[src/rtl/ntt_pkg.sv]
`default_nettype none
// ----------------------------------------------------------------------------
// ntt_pkg -- shared NTT sizes, FSM state encoding and lane-slice helpers.
// Rev 1.0
// ----------------------------------------------------------------------------
package ntt_pkg;

  localparam int N     = 8;
  localparam int W     = 8;
  localparam int LOG2N = $clog2(N);

  typedef enum logic [1:0] {
    S_IDLE  = 2'd0,
    S_ACC   = 2'd1,
    S_SCALE = 2'd2,
    S_DONE  = 2'd3
  } state_e;

  // Bit offset of lane k in a packed vector of w-bit lanes.
  function automatic int lane_lsb(input int k, input int w);
    return k * w;
  endfunction

endpackage
`default_nettype wire

[src/rtl/mod_mul.sv]
`default_nettype none
// ----------------------------------------------------------------------------
// mod_mul -- combinational (a * b) mod m with a full 2W-bit product.
// Rev 1.0
// ----------------------------------------------------------------------------
module mod_mul #(
  parameter int W = 8
) (
  input  logic [W-1:0] a_i,
  input  logic [W-1:0] b_i,
  input  logic [W-1:0] m_i,
  output logic [W-1:0] p_o
);

  logic [2*W-1:0] prod;

  assign prod = {{W{1'b0}}, a_i} * {{W{1'b0}}, b_i};
  // A zero modulus only occurs while reset has cleared the captured constants.
  assign p_o  = (m_i == '0) ? '0 : W'(prod % {{W{1'b0}}, m_i});

endmodule
`default_nettype wire

[src/rtl/seq_intt.sv]
`default_nettype none
// ----------------------------------------------------------------------------
// seq_intt -- sequential direct-sum inverse NTT, one modular MAC per cycle.
// SEQ_INTT_SCALE_EN adds the per-output inv_n scaling state.  Rev 1.0
// ----------------------------------------------------------------------------
module seq_intt #(
  parameter int N = ntt_pkg::N,
  parameter int W = ntt_pkg::W
) (
  input  logic           clk,
  input  logic           rst,
  input  logic           in_valid,
  output logic           in_ready,
  input  logic [N*W-1:0] data_in,
  input  logic [W-1:0]   inv_omega,
  input  logic [W-1:0]   inv_n,
  input  logic [W-1:0]   mod,
  output logic           out_valid,
  input  logic           out_ready,
  output logic [N*W-1:0] data_out,
  output logic           busy
);

  import ntt_pkg::*;

  localparam int            LG   = $clog2(N);
  localparam logic [LG-1:0] LAST = LG'(N - 1);
  localparam logic [W-1:0]  ONE  = W'(1);

  state_e         state_q, state_d;
  logic [LG-1:0]  j_q, j_d, k_q, k_d;
  logic [W-1:0]   acc_q, acc_d, w_q, w_d, step_q, step_d;
  logic [W-1:0]   omega_q, omega_d, mod_q, mod_d;
  logic [N*W-1:0] x_q, x_d, out_q, out_d;

  logic [W-1:0]   x_k, prod_mac, w_next, step_next, acc_sum;
  logic [W:0]     sum_wide;

  assign x_k = x_q[lane_lsb(int'(k_q), W) +: W];

  mod_mul #(.W(W)) u_mac  (.a_i(x_k),    .b_i(w_q),     .m_i(mod_q), .p_o(prod_mac));
  mod_mul #(.W(W)) u_tw   (.a_i(w_q),    .b_i(step_q),  .m_i(mod_q), .p_o(w_next));
  mod_mul #(.W(W)) u_step (.a_i(step_q), .b_i(omega_q), .m_i(mod_q), .p_o(step_next));

  // Both addends are already < mod, so one conditional subtract reduces the sum.
  assign sum_wide = {1'b0, acc_q} + {1'b0, prod_mac};
  assign acc_sum  = (sum_wide >= {1'b0, mod_q}) ? W'(sum_wide - {1'b0, mod_q})
                                                : sum_wide[W-1:0];

`ifdef SEQ_INTT_SCALE_EN
  logic [W-1:0] invn_q, invn_d, scaled;
  mod_mul #(.W(W)) u_scale (.a_i(acc_q), .b_i(invn_q), .m_i(mod_q), .p_o(scaled));
`else
  logic unused_inv_n;
  assign unused_inv_n = ^inv_n;
`endif

  always_comb begin
    state_d = state_q;
    j_d     = j_q;
    k_d     = k_q;
    acc_d   = acc_q;
    w_d     = w_q;
    step_d  = step_q;
    omega_d = omega_q;
    mod_d   = mod_q;
    x_d     = x_q;
    out_d   = out_q;
`ifdef SEQ_INTT_SCALE_EN
    invn_d  = invn_q;
`endif
    case (state_q)
      S_IDLE: begin
        if (in_valid) begin
          x_d     = data_in;
          omega_d = inv_omega;
          mod_d   = mod;
`ifdef SEQ_INTT_SCALE_EN
          invn_d  = inv_n;
`endif
          j_d     = '0;
          k_d     = '0;
          acc_d   = '0;
          w_d     = ONE;
          step_d  = ONE;
          state_d = S_ACC;
        end
      end
      S_ACC: begin
        acc_d = acc_sum;
        w_d   = w_next;
        k_d   = k_q + LG'(1);
        if (k_q == LAST) begin
`ifdef SEQ_INTT_SCALE_EN
          state_d = S_SCALE;
`else
          out_d[lane_lsb(int'(j_q), W) +: W] = acc_sum;
          acc_d   = '0;
          w_d     = ONE;
          step_d  = step_next;
          j_d     = j_q + LG'(1);
          state_d = (j_q == LAST) ? S_DONE : S_ACC;
`endif
        end
      end
`ifdef SEQ_INTT_SCALE_EN
      S_SCALE: begin
        out_d[lane_lsb(int'(j_q), W) +: W] = scaled;
        acc_d   = '0;
        w_d     = ONE;
        step_d  = step_next;
        j_d     = j_q + LG'(1);
        state_d = (j_q == LAST) ? S_DONE : S_ACC;
      end
`endif
      S_DONE: begin
        if (out_ready) state_d = S_IDLE;
      end
      default: state_d = S_IDLE;
    endcase
  end

  always_ff @(posedge clk) begin
    if (rst) begin
      state_q <= S_IDLE;
      j_q     <= '0;
      k_q     <= '0;
      acc_q   <= '0;
      w_q     <= '0;
      step_q  <= '0;
      omega_q <= '0;
      mod_q   <= '0;
      x_q     <= '0;
      out_q   <= '0;
`ifdef SEQ_INTT_SCALE_EN
      invn_q  <= '0;
`endif
    end else begin
      state_q <= state_d;
      j_q     <= j_d;
      k_q     <= k_d;
      acc_q   <= acc_d;
      w_q     <= w_d;
      step_q  <= step_d;
      omega_q <= omega_d;
      mod_q   <= mod_d;
      x_q     <= x_d;
      out_q   <= out_d;
`ifdef SEQ_INTT_SCALE_EN
      invn_q  <= invn_d;
`endif
    end
  end

  assign in_ready  = (state_q == S_IDLE);
  assign out_valid = (state_q == S_DONE);
  assign busy      = (state_q != S_IDLE);
  assign data_out  = out_q;

endmodule
`default_nettype wire

[config.mk]
export PLATFORM = sky130hd
export DESIGN_NAME = seq_intt
export DESIGN_NICKNAME = d
export VERILOG_FILES = /design/src/rtl/ntt_pkg.sv /design/src/rtl/mod_mul.sv /design/src/rtl/seq_intt.sv
export SDC_FILE = /design/constraint.sdc
export NUM_CORES = 2
export LEC_CHECK = 0
export ABC_CLOCK_PERIOD_IN_PS = 50300
export BUFFER_PORTS_ARGS = -buffer_cell sky130_fd_sc_hd__buf_2
export CAP_MARGIN = 10
export CORE_ASPECT_RATIO = 0.6
export CORE_MARGIN = 3
export CORE_UTILIZATION = 38
export DETAILED_ROUTE_END_ITERATION = 8
export REMOVE_ABC_BUFFERS = 1
export SLEW_MARGIN = 10
export SYNTH_ARGS = -nofsm -noshare
export SYNTH_HDL_FRONTEND = slang
export SYNTH_SLANG_ARGS = --single-unit
[constraint.sdc]
create_clock -name clk -period 50.3 [get_ports clk]
set_input_delay 0 -clock clk [delete_from_list [all_inputs] [get_ports clk]]
set_output_delay 0 -clock clk [all_outputs]
set_load 0.02 [all_outputs]
==> metrics.md <==
| Metric | Value |
|---|---|
| Worst Skew | 16.8 ps |
| Synth Flop Type | dfxtp_1 |
| Most frequent cell after synthesis | nand2_1 |
| Worst slack at placement | approximately 5100 ps |
| Final instance area | 33600 µm² |
| FILL cells | 7942 |
| Period utilization | approximately 92% |
| Final WL | 89.3 mm |
| Synthesis-stage register bit count | between 150 and 200 |
| CTS root buf | clkbuf_16 |
| Area growth syn-to-layout | 10.9% |
| Worst slew margin | 25.5% |
| Die Height | between 200 and 250 µm |
| TritonCTS clock tree | done |
| Syn avg cell area | 7.74 µm² |
| Placed cell areas | 32200 µm² |
| Synth cell types | ~110 |
| Hold crit path type | in -> reg |
| Commonest cells in the netlist | nand2_1 (448), ha_1 (439), nor2_1 (367) |
| # setup viols final | 0 |
| Grt total ovfl | 0 |
| All-Layer GR Usage | between 20% and 30% |
| Avg WL per Cell | around 17 µm |
| Cell mode on critical path | o21a_1 |
| Ranking of synthesized cells by area | ha_1 (18%), dfxtp_1 (12%), fa_1 (7.5%) |
| Fmax | 21.6 MHz |
| 1st-iter DRT viols | 2102 |
| Placed Cells | 5039 |
| ANT nets after route | 0 |
| Clk slew on worst S/H paths | 80 ps |
| Worst Max-Slew Pin Slew | ~1100 ps |
| Fin Setup TNS | 0 ps |
| CP endpoint kind | register |
| Slew Limit Fails | 0 |
| Fin crit period | 46350 ps |
| Vias in the first global route | 26483 |
| CTS buffer count | 17 |
| Cell count after synthesis | 3913 |
| PnR worst setup slack | 3950 ps |
| First-pass GRT wire length | between 100 and 150 mm |
| Die area | 83300 µm² |
| Layout cells sized above 1 | 9.96% |
| I/O pin cnt | 159 |
| Setup Crit Path Kind | reg -> reg |
| Placer's final routability congestion estimate | 0.862 |
| Top cell type's share of synthesized area | 18.1% |
| Dominant cell type by area after synthesis | ha_1 |
| CP startpoint kind | register |
| RSZ-0062 raised after global routing | no |
| Status | finished, final reports clean |
| Post_cts resized | 0 |
| Post-synth EDFFs | 0 |
| CP max FO | 18 |
| H-tree levels | 4 |
| Vias | 28944 |
| Post-Syn Area | 30300 µm² |
| Final nets | 4729 |
| Antenna diodes | 0 |
| Die width | about 370 µm |
| Core area | 78300 µm² |
| Async SR Flop Fraction | 0% |
| Register area share after synthesis | 11.6% |
| Final std cells w/o fill | 5151 |
| Largest net degree at the start of global routing | 97 |
| Final Hold Viols | 0 |
| Clk sinks | 176 |
| Post-route DRC | 0 |
| Arr. time, crit path | 46740 ps |
| 1st-pass router iterations | 6 |
| Hpwl dp | around 70 mm |
| Max-cap violations | 0 |
| Clock Latency Late Sink | 470 ps |
| Slowest cell on crit path | dfxtp_1 |
| Vias/cell | 5.62 |
| Port bufs | 150 |
| Req. time, crit path | 50690 ps |
| Rows | between 70 and 80 |
| Slowest stage delay, CP | 950 ps |
| Synth warnings | 0 |
| Initial antenna violation count | 2 |
| Clock Tree Buf Depth | 2 |
| Starting Density | 38.7% |
==> layout make-up <==
class | instances | area, µm² | area share [%]
Multi-Input combinational cell | 3396 | 25500 | 75.8
Sequential cell | 176 | 3520 | 10.5
Timing Repair Buffer | 266 | 1830 | 5.44
Tap cell | 1053 | 1320 | 3.92
Inverter | 228 | 856 | 2.55
Clock buffer | 18 | 439 | 1.31
Clock inverter | 14 | 160 | 0.477
==> cells in the final DEF (no fill, tap or decap), types with 86 or more instances in the layout <==
cell,count
a21oi_1,290
dfxtp_1,176
a21o_1,99
nor2_1,367
xnor2_1,86
nor3_1,167
o21a_1,167
nor2b_1,100
nand2_1,447
o21ai_0,131
and2_1,90
ha_1,439
inv_1,219
buf_2,149
fa_1,113
==> flip-flops by register name, summed over array words and instances (netlist names) <==
| name | flops |
|---|---|
| data_out | 64 |
| x_q | 64 |
| acc_q | 8 |
| mod_q | 8 |
| omega_q | 8 |
| step_q | 8 |
| w_q | 8 |
| j_q | 3 |
| k_q | 3 |
| state_q | 2 |
==> through the flow <==
stage / hold slack, ps / util [%]
CTS: 13.5 / 42.9
detailed placement: 248 / 41.1
global placement: 247 / 41.1
finish: 25.8 / 42.9
global route: 74.2 / 42.9
floorplan: 69.1 / -
==> routing by layer <==
layer	global-route usage, %	up-vias	share of wire, %
li1	-	14496	-
met1	34.6	13631	55
met2	28.6	773	38
met3	3.00	44	6.5
met4	2.19	0	0.71
met5	0	-	0
==> final timing paths <==
| check | start | to | slack [ps] | depth (start not counted) |
|---|---|---|---|---|
| setup / recovery | k_q[1] | data_out[49] | 3950 | 182 |
| hold / removal | inv_omega[0] | omega_q[0] | 30 | 3 |
| setup reg to reg | k_q[1] | data_out[49] | 3950 | 182 |
| hold reg to reg | x_q[8] | x_q[8] | 460 | 2 |
==> kinds of logic (layout without fill, tap and decap cells) <==
kind of cell    Yosys count  in the layout  synth area share, %
mux                     196            196                 7.65
simple gates           1452           1452                 23.0
xor+xnor                144            144                 4.16
fa+ha+maj               554            554                 25.7
compound gates         1050           1050                 23.5
flops                   176            176                 11.6
buf+inv                 341            526                 4.35
==> critical path: cells and delay by family (launching register included) <==
kind	cells	cell delay, ps
AO/OA/AOI/OAI	105	24060
XOR/XNOR	1	160
buffers and inverters	5	620
flip-flops	1	950
adder cells (fa/ha/maj)	23	8250
multiplexers	8	3090
AND/OR/NAND/NOR	40	9130
==> repair_timing <==
item,CTS,global route
buffers inserted,0,0
hold buffers,80,0
endpoints found under the hold margin,81,0
Power is left out: the tool's default activity adds up to more than one toggle a clock period on the data nets, which glitch-free logic cannot reach.
